`src/rtl/sdram_ring_client_pkg.sv`:
```
// Shared widths and the request record for the SDRAM ring client.
package sdram_ring_client_pkg;

  localparam int unsigned DataW     = 16;
  localparam int unsigned CtrlAddrW = 24;

  typedef struct packed {
    logic                 we;
    logic [CtrlAddrW-1:0] addr;
    logic [DataW-1:0]     data;
  } req_t;

endpackage

```
`src/rtl/sync_fifo.sv`:
```
// First-word-fall-through synchronous FIFO with occupancy count.
module sync_fifo #(
  parameter int unsigned Width = 16,
  parameter int unsigned Depth = 8
) (
  input  logic                   clk,
  input  logic                   rst,
  input  logic                   push_i,
  input  logic [Width-1:0]       wdata_i,
  input  logic                   pop_i,
  output logic [Width-1:0]       rdata_o,
  output logic                   empty_o,
  output logic [$clog2(Depth):0] count_o
);

  localparam int unsigned PtrW = $clog2(Depth);
  localparam int unsigned CntW = PtrW + 1;

  logic [Width-1:0] mem_q [Depth];
  logic [PtrW-1:0]  wptr_q, rptr_q;
  logic [CntW-1:0]  cnt_q;
  logic             do_push, do_pop;

  assign do_push = push_i && (cnt_q != CntW'(Depth));
  assign do_pop  = pop_i && (cnt_q != '0);

  always_ff @(posedge clk or posedge rst) begin
    if (rst) begin
      for (int i = 0; i < int'(Depth); i++) mem_q[i] <= '0;
      wptr_q <= '0;
      rptr_q <= '0;
      cnt_q  <= '0;
    end else begin
      if (do_push) begin
        mem_q[wptr_q] <= wdata_i;
        wptr_q        <= wptr_q + PtrW'(1);
      end
      if (do_pop) rptr_q <= rptr_q + PtrW'(1);
      cnt_q <= cnt_q + CntW'(do_push) - CntW'(do_pop);
    end
  end

  assign rdata_o = mem_q[rptr_q];
  assign empty_o = (cnt_q == '0);
  assign count_o = cnt_q;

endmodule

```
`src/rtl/sdram_ring_client.sv`:
```
// Uses SDRAM behind a request/response controller port as a large circular sample FIFO.
module sdram_ring_client
  import sdram_ring_client_pkg::*;
#(
  parameter int unsigned ADDR_W    = 24,
  parameter int unsigned MAX_OUTST = 8,
  parameter int unsigned RD_DEPTH  = 8
) (
  input  logic                 clk,
  input  logic                 rst,
  input  logic [DataW-1:0]     s_data,
  input  logic                 s_valid,
  output logic                 s_ready,
  output logic [DataW-1:0]     o_data,
  output logic                 o_valid,
  input  logic                 o_ready,
  output logic [ADDR_W:0]      level,
  output logic                 avalid,
  input  logic                 aready,
  output logic                 awe,
  output logic [CtrlAddrW-1:0] aaddr,
  output logic [DataW-1:0]     adata,
  input  logic                 bvalid,
  input  logic [DataW-1:0]     bdata
);

  localparam int unsigned OutW    = $clog2(MAX_OUTST) + 1;
  localparam int unsigned OutSumW = OutW + 1;
  localparam int unsigned RdW     = $clog2(RD_DEPTH) + 1;
  localparam int unsigned RdSumW  = RdW + 1;
  localparam int unsigned LvlW    = ADDR_W + 1;

  req_t              req_q, req_d;
  logic              avalid_q, avalid_d;
  logic [ADDR_W-1:0] wr_ptr_q, wr_ptr_d, rd_ptr_q, rd_ptr_d;
  logic [LvlW-1:0]   level_q, level_d;
  logic [RdW-1:0]    rd_pend_q, rd_pend_d;

  logic [OutW-1:0]   tag_cnt;
  logic              tag_head, tag_empty, tag_pop, rsp_rd;
  logic [RdW-1:0]    of_cnt;
  logic              of_empty, of_pop;
  logic              accept, slot_free, outst_ok, wr_cand, rd_cand, load_wr, load_rd;

  always_comb begin
    accept    = avalid_q && aready;
    slot_free = !avalid_q || accept;
    // The request sitting in the register counts as outstanding: it is
    // either waiting for aready or about to land in the tag FIFO.
    outst_ok  = (OutSumW'(tag_cnt) + OutSumW'(avalid_q)) < OutSumW'(MAX_OUTST);
    wr_cand   = s_valid && !level_q[ADDR_W];
    // rd_pend counts reads from load to response, so buffered plus in-flight
    // words can never exceed the output FIFO depth.
    rd_cand   = (level_q != '0) &&
                ((RdSumW'(of_cnt) + RdSumW'(rd_pend_q)) < RdSumW'(RD_DEPTH));
    load_wr   = slot_free && outst_ok && wr_cand;
    load_rd   = slot_free && outst_ok && !wr_cand && rd_cand;
    tag_pop   = bvalid && !tag_empty;
    rsp_rd    = tag_pop && !tag_head;
    of_pop    = o_ready && !of_empty;

    req_d     = req_q;
    avalid_d  = avalid_q && !accept;
    wr_ptr_d  = wr_ptr_q;
    rd_ptr_d  = rd_ptr_q;
    level_d   = level_q;
    if (load_wr) begin
      req_d    = '{we: 1'b1, addr: CtrlAddrW'(wr_ptr_q), data: s_data};
      avalid_d = 1'b1;
      wr_ptr_d = wr_ptr_q + ADDR_W'(1);
      level_d  = level_q + LvlW'(1);
    end else if (load_rd) begin
      req_d    = '{we: 1'b0, addr: CtrlAddrW'(rd_ptr_q), data: '0};
      avalid_d = 1'b1;
      rd_ptr_d = rd_ptr_q + ADDR_W'(1);
      level_d  = level_q - LvlW'(1);
    end
    rd_pend_d = rd_pend_q + RdW'(load_rd) - RdW'(rsp_rd);
  end

  always_ff @(posedge clk or posedge rst) begin
    if (rst) begin
      req_q     <= '0;
      avalid_q  <= 1'b0;
      wr_ptr_q  <= '0;
      rd_ptr_q  <= '0;
      level_q   <= '0;
      rd_pend_q <= '0;
    end else begin
      req_q     <= req_d;
      avalid_q  <= avalid_d;
      wr_ptr_q  <= wr_ptr_d;
      rd_ptr_q  <= rd_ptr_d;
      level_q   <= level_d;
      rd_pend_q <= rd_pend_d;
    end
  end

  sync_fifo #(
    .Width (1),
    .Depth (MAX_OUTST)
  ) u_tag_fifo (
    .clk     (clk),
    .rst     (rst),
    .push_i  (accept),
    .wdata_i (req_q.we),
    .pop_i   (tag_pop),
    .rdata_o (tag_head),
    .empty_o (tag_empty),
    .count_o (tag_cnt)
  );

  sync_fifo #(
    .Width (DataW),
    .Depth (RD_DEPTH)
  ) u_out_fifo (
    .clk     (clk),
    .rst     (rst),
    .push_i  (rsp_rd),
    .wdata_i (bdata),
    .pop_i   (of_pop),
    .rdata_o (o_data),
    .empty_o (of_empty),
    .count_o (of_cnt)
  );

  assign s_ready = load_wr;
  assign o_valid = !of_empty;
  assign level   = level_q;
  assign avalid  = avalid_q;
  assign awe     = req_q.we;
  assign aaddr   = req_q.addr;
  assign adata   = req_q.data;

  // A response with nothing in flight is a controller protocol error; it is dropped.
  bvalid_has_tag_a: assert property (@(posedge clk) disable iff (rst) !(bvalid && tag_empty));

endmodule

```
`config.mk`:
```
export PLATFORM = sky130hd
export DESIGN_NAME = sdram_ring_client
export DESIGN_NICKNAME = d
export VERILOG_FILES = /design/src/rtl/sdram_ring_client_pkg.sv /design/src/rtl/sync_fifo.sv /design/src/rtl/sdram_ring_client.sv
export SDC_FILE = /design/constraint.sdc
export NUM_CORES = 1
export LEC_CHECK = 0
export CORE_ASPECT_RATIO = 1.25
export CORE_MARGIN = 2
export CORE_UTILIZATION = 52
export CTS_CLUSTER_SIZE = 30
export DETAILED_ROUTE_END_ITERATION = 10
export PLACE_DENSITY = 0.76
export SLEW_MARGIN = 20
export SYNTH_ARGS = -nofsm -noshare
export SYNTH_HDL_FRONTEND = slang
export SYNTH_SLANG_ARGS = --single-unit
```
`constraint.sdc`:
```
create_clock -name clk -period 9.15 [get_ports clk]
set_input_delay 1.83 -clock clk [delete_from_list [all_inputs] [get_ports clk]]
set_output_delay 1.83 -clock clk [all_outputs]
set_load 0.03 [all_outputs]
```
# Yosys cells after proc, flatten, opt, wreduce, memory -nomap -nowiden
# Cells that the tools add are included.
[word_totals] register_bits=275 output_inout_bits=85 wordCells=111
[classes] addsub=16 order_cmp=8 n_eq_ne=2 mux=18 bitwise=5 reduce_logical=32
[op_table] cell="128-bit bitwise mux" count=1
[op_table] cell="41-bit 2-to-1 mux" count=2
[op_table] cell="25-bit 2-to-1 mux" count=2
[op_table] cell="24-bit by 1-bit adder with 24-bit output (second input constant)" count=2
[op_table] cell="16-bit binary-select mux with 3-bit select" count=1
[op_table] cell="16-bit demux with 3-bit select" count=1
[op_table] cell="16-bit 2-to-1 mux" count=3
[op_table] cell="25-bit by 1-bit adder with 25-bit output (second input constant)" count=1
[op_table] cell="25-bit nonzero test" count=1
[op_table] cell="25-bit by 1-bit subtractor with 25-bit output (second input constant)" count=1
[op_table] cell="1-bit logical AND" count=17
[op_table] cell="4-bit greater-or-equal comparator (second input constant)" count=4
[op_table] cell="3-bit NOT with 4-bit output" count=4
[op_table] cell="3-bit by 1-bit adder with 3-bit output (second input constant)" count=4
[op_table] cell="4-bit by 1-bit adder with 4-bit output" count=3
[op_table] cell="4-bit by 1-bit subtractor with 4-bit output" count=3
[op_table] cell="5-bit by 4-bit < comparator with 1-bit output (second input constant)" count=2
[op_table] cell="8-bit bitwise mux" count=1
[op_table] cell="4-bit logical NOT" count=2
[op_table] cell="4-bit by 1-bit < comparator with 1-bit output (second input constant)" count=2
[op_table] cell="4-bit != test (second input constant)" count=2
[op_table] cell="4-bit nonzero test" count=2
[op_table] cell="1-bit logical NOT" count=7
[op_table] cell="4-bit by 1-bit adder with 5-bit output" count=1
[op_table] cell="other kinds (8)" count=12

# Depth between registers and ports, before layout
[logic_depth] word_depth=9 depth_mapped=14 mapped_depth_nobuf=12

# Hierarchy
# A second synthesis with hierarchy kept.
[unflattened] hier_cells=1117 hier_area_um2=13887.1
[by_module_without_submodules] mod="sdram_ring_client" n_inst=1 cells_each=660 area_per_inst_um2=6478.7 seq_area_each_um2=2977.9
[by_module_without_submodules] mod="sync_fifo (u_out_fifo)" n_inst=1 cells_each=382 area_per_inst_um2=6449.9 seq_area_each_um2=3453.3
[by_module_without_submodules] mod="sync_fifo (u_tag_fifo)" n_inst=1 cells_each=75 area_per_inst_um2=958.4 seq_area_each_um2=450.4

# Worst setup path after synthesis
# No wires, ideal clock.
[synth_path] path_type="input to register" from="in aready" to="reg level_q[18], in the netlist level[18]" setup_time_ns=0.071 t_arrival_ns=5.928 required_time_ns=9.079 setup_slack_ns=3.151 path_stages=12 path_buffers=2 cell_sequence="o211a_1 o21ai_1 inv_1 clkbuf_1 buf_1 fa_1 nand3b_1 a2111o_1 a311oi_1 nor2_1 or4_1 nand4_1"
[synth_via] word_cells_on_any_way=8 classes_between="mux: 1; reduce/logical: 7"
[synth_rtl] item="start, declared" line="sdram_ring_client.sv:19" text="input logic aready,"
[synth_rtl] item="1-bit logical AND (*)" line="sdram_ring_client.sv:46" text="accept = avalid_q && aready;"
[synth_rtl] item="1-bit logical OR (*)" line="sdram_ring_client.sv:47" text="slot_free = !avalid_q || accept;"
[synth_rtl] item="1-bit logical AND (*) (2 in a row)" line="sdram_ring_client.sv:56" text="load_wr = slot_free && outst_ok && wr_cand;"
[synth_rtl] item="via s_ready" line="sdram_ring_client.sv:13" text="output logic s_ready,"
[synth_rtl] item="25-bit 2-to-1 mux or 2-bit nonzero test (tied branches)"
[synth_rtl] item="end signal, assigned" line="sdram_ring_client.sv:94" text="level_q <= level_d;"
[synth_rtl] item="end, declared" line="sdram_ring_client.sv:36" text="logic [LvlW-1:0] level_q, level_d;"
# Mark *: on every way through the listed nets, which the timed path passes. The rest lies on a longest branch.
# A chain may end at the register's enable or synchronous reset.

# Final worst setup path
[layout_path] from="in s_valid" to="out s_ready"
[layout_via] elab_chain_cells=2
[layout_lines] item="start, declared" line="sdram_ring_client.sv:12" text="input logic s_valid,"
[layout_lines] item="1-bit logical AND" line="sdram_ring_client.sv:51" text="wr_cand = s_valid && !level_q[ADDR_W];"
[layout_lines] item="1-bit logical AND" line="sdram_ring_client.sv:56"
[layout_lines] item="end, declared" line="sdram_ring_client.sv:13"
# Every way passes these cells.

==> results.cfg <==
[timing]
fin_crit_sh_pct = 59.9
tns_ns = 0
period_minus_slack_ns = 5.48
hold_violations = 0
fin_ws_ns = 3.67
worstMarginPinSlew_ns = 0.981
setup_viol = 0
fmaxAchievable_mhz = 182
rsz0062_at_grt = no
slew_headroom_pct = 34.6
slew_viol_final = 0
fin_skew_ns = 0.0139

[final_layout]
regArea_sq_um = 6880
area.growth.synth_to_final_pct = 18.1
multiInputGateArea_sq_um = 6260
fillers = 2033
nets = 1275
final_core_util_pct = 62.1
drive_above_1_share_pct = 22.3
num_antenna_cells = 0
finalInstanceArea_sq_um = 16100

[floorplanning]
ios = 123
initial_core_util_pct = 52.6
die_area_sq_um = 27500
num_rows = 66
dieWidth_microns = 149
die_h_microns = 185
core_sq_um = 25900

[clocking]
clockBufferDepth = 3
cts_hold_buffers = 0
cts_buffers = 29
insertion_delay_ns = 0.56
clock-root-buffer = clkbuf_16
cts.sinks = 275
cts_tree = yes
cts_setup_buffers = 0
cts_resized = 0
clk_pin_slew_worst_paths_ns = 0.06
htree_levels = 1

[routing]
detail-route-antenna-nets = 0
routed_wl_microns = 29300
firstDrtPassIters = 7
vias_per_cell = 5.74
drc_errors = 0
wl_per_cell_microns = 19.0
first_iter_violations = 515
vias = 8857

[synthesis]
ys_types = 74
postSynthCellCount = 1067
yosysSeqAreaShare_pct = 50.5
synth.top_cell.area_share_pct = 50.5
ys_top_cells_by_area = dfrtp_1 50%, mux2_2 11%, mux4_2 5.3%
synth_area_sq_um = 13600
synth-seq-cells = 275
synth_area_per_cell_sq_um = 12.8
async_flop_share_pct = 100
yosysMostFrequentCell = dfrtp_1
ys_warn_count = 0
synth_ff_type = dfrtp_1
synth-edff-count = 0
syn_nets = 1161
synth_area_leader_cell = dfrtp_1
synthTopCellsByCount = 275 x dfrtp_1, 139 x mux2_2, 70 x nand2_1

[global_routing]
antenna_found_initial = 0
grt_pass1_wl_microns = 48200
overflow = 0
first_global_vias = 9209
grt_max_degree = 132
track_usage_pct = 21.7

[setup_path]
worstPathMaxFanout = 5
crit_path_end_kind = output port
arrival_ns = 3.65
r2r-start = u_tag_fifo.count_o[1]
cpMostUsedCell = clkdlybuf4s50_1
max_stage_delay_ns = 0.67
reg2reg_to = level[18]
cp.required_ns = 7.32
r2r_cells = 13
slowest_stage = clkdlybuf4s50_1
crit_type = input port to output port
cp-start-kind = input port
regToRegSetupSlack_ns = 5.14
path_cells = clkdlybuf4s50_1, nor2b_1, o21ai_2, clkinv_1, clkdlybuf4s50_1

[flow_run]
maxCapViolCount = 0

[outcome]
status = complete, no violations

[placement]
gp_routability_congestion = 0.943
dp_slack_ns = 3.67
place_hpwl_microns = 19200
io_buffers = 122
place_area_sq_um = 15100

[worst_hold_path]
min_from = wr_ptr_q[23]
whs_path_depth = 1
holdPathEnd = wr_ptr_q[23]
hold_path.class = flop to flop

[power_and_ir_drop]
irDropWorstVdd_mv = 0.224
power_density_nw_per_um2 = 401
cellLeakagePower_nw = 7.22
==> critical path: cells and delay by family <==
kind | cells | cell delay (ns)
AOI/OAI and AO/OA | 1 | 0.12
buffers and inverters | 3 | 1.26
and+or+nand+nor | 1 | 0.45
==> metrics by stage <==
step | cells | hold WS [ns] | total power [mW]
CTS | 1542 | 0.479 | 6.52
detailed placement | 1489 | 0.468 | 5.27
finish | 1543 | 0.478 | 6.46
floorplan | 1067 | 0.445 | 4.39
global placement | 1489 | 0.460 | 5.17
global route | 1543 | 0.507 | 6.90
==> flip-flops by register name (all words and copies together), names as in the netlist, 4 cells and up <==
register	cells
u_out_fifo.mem_q	128
aaddr	24
rd_pend_q	4
rd_ptr_q	24
adata	16
u_out_fifo.count_o	4
u_tag_fifo.count_o	4
u_tag_fifo.mem_q	8
level	25
wr_ptr_q	24
==> layout make-up <==
cell class | count | share of cell area [%]
Clock buffer | 36 | 4.79
Clock inverter | 17 | 1.30
Inverter | 57 | 1.35
Multi-Input combinational cell | 685 | 38.9
Sequential cell | 275 | 42.8
Tap cell | 340 | 2.64
Timing Repair Buffer | 133 | 8.25
==> cells by family after synthesis <==
kind of cell	count (synthesis)	share of synthesized area [%]
AOI/OAI and AO/OA	145	7.66
xor gates and xnor gates	81	5.21
adders and majority gates	56	5.36
buffers and inverters	107	3.59
DFF	275	50.5
muxes	196	19.6
and+or+nand+nor	207	8.11
==> report_power, final <==
part           switching, mW  internal [mW]  total, mW
Combinational           1.59           1.55       3.14
Clock                  0.495          0.716       1.21
Sequential             0.414           1.70       2.11
==> routing by layer <==
metal	track usage, %	part of all wire (%)	vias to the layer above
met5	0	0	-
met4	5.79	2.3	0
met3	3.30	4.7	50
met2	37.7	49	191
met1	28.6	43	4492
li1	-	-	4124
==> cell usage in the layout (no fill, tap or decap), types with 5 or more instances in the layout <==
cell type        count
inv_1               55
nand3_1             30
o21ai_0             31
ha_1                52
a21o_1              10
a31oi_1              5
buf_4                9
and3_1              14
mux2_2             139
clkbuf_1             5
nor4_1               6
nor2_1              21
a22o_1              16
dfrtp_1            273
clkbuf_16           29
a222oi_1            21
clkdlybuf4s50_1    122
xnor2_1             60
clkinv_2            10
a21oi_1             26
nor3_1               7
or4_1                5
nand4_1             18
xor2_1              21
mux2_4              20
nand2_1             70
mux4_2              32
==> worst max path at each step <==
stage / to / start / slack [ns]
6_report: s_ready / s_valid / 3.67
4_1_cts: s_ready / s_valid / 3.64
2_1_floorplan: level[18] / aready / 3.15
5_1_grt: s_ready / s_valid / 3.57
3_5_place_dp: s_ready / s_valid / 3.67
3_3_place_gp: s_ready / s_valid / 3.69
Power figures use the tool's default switching activity.
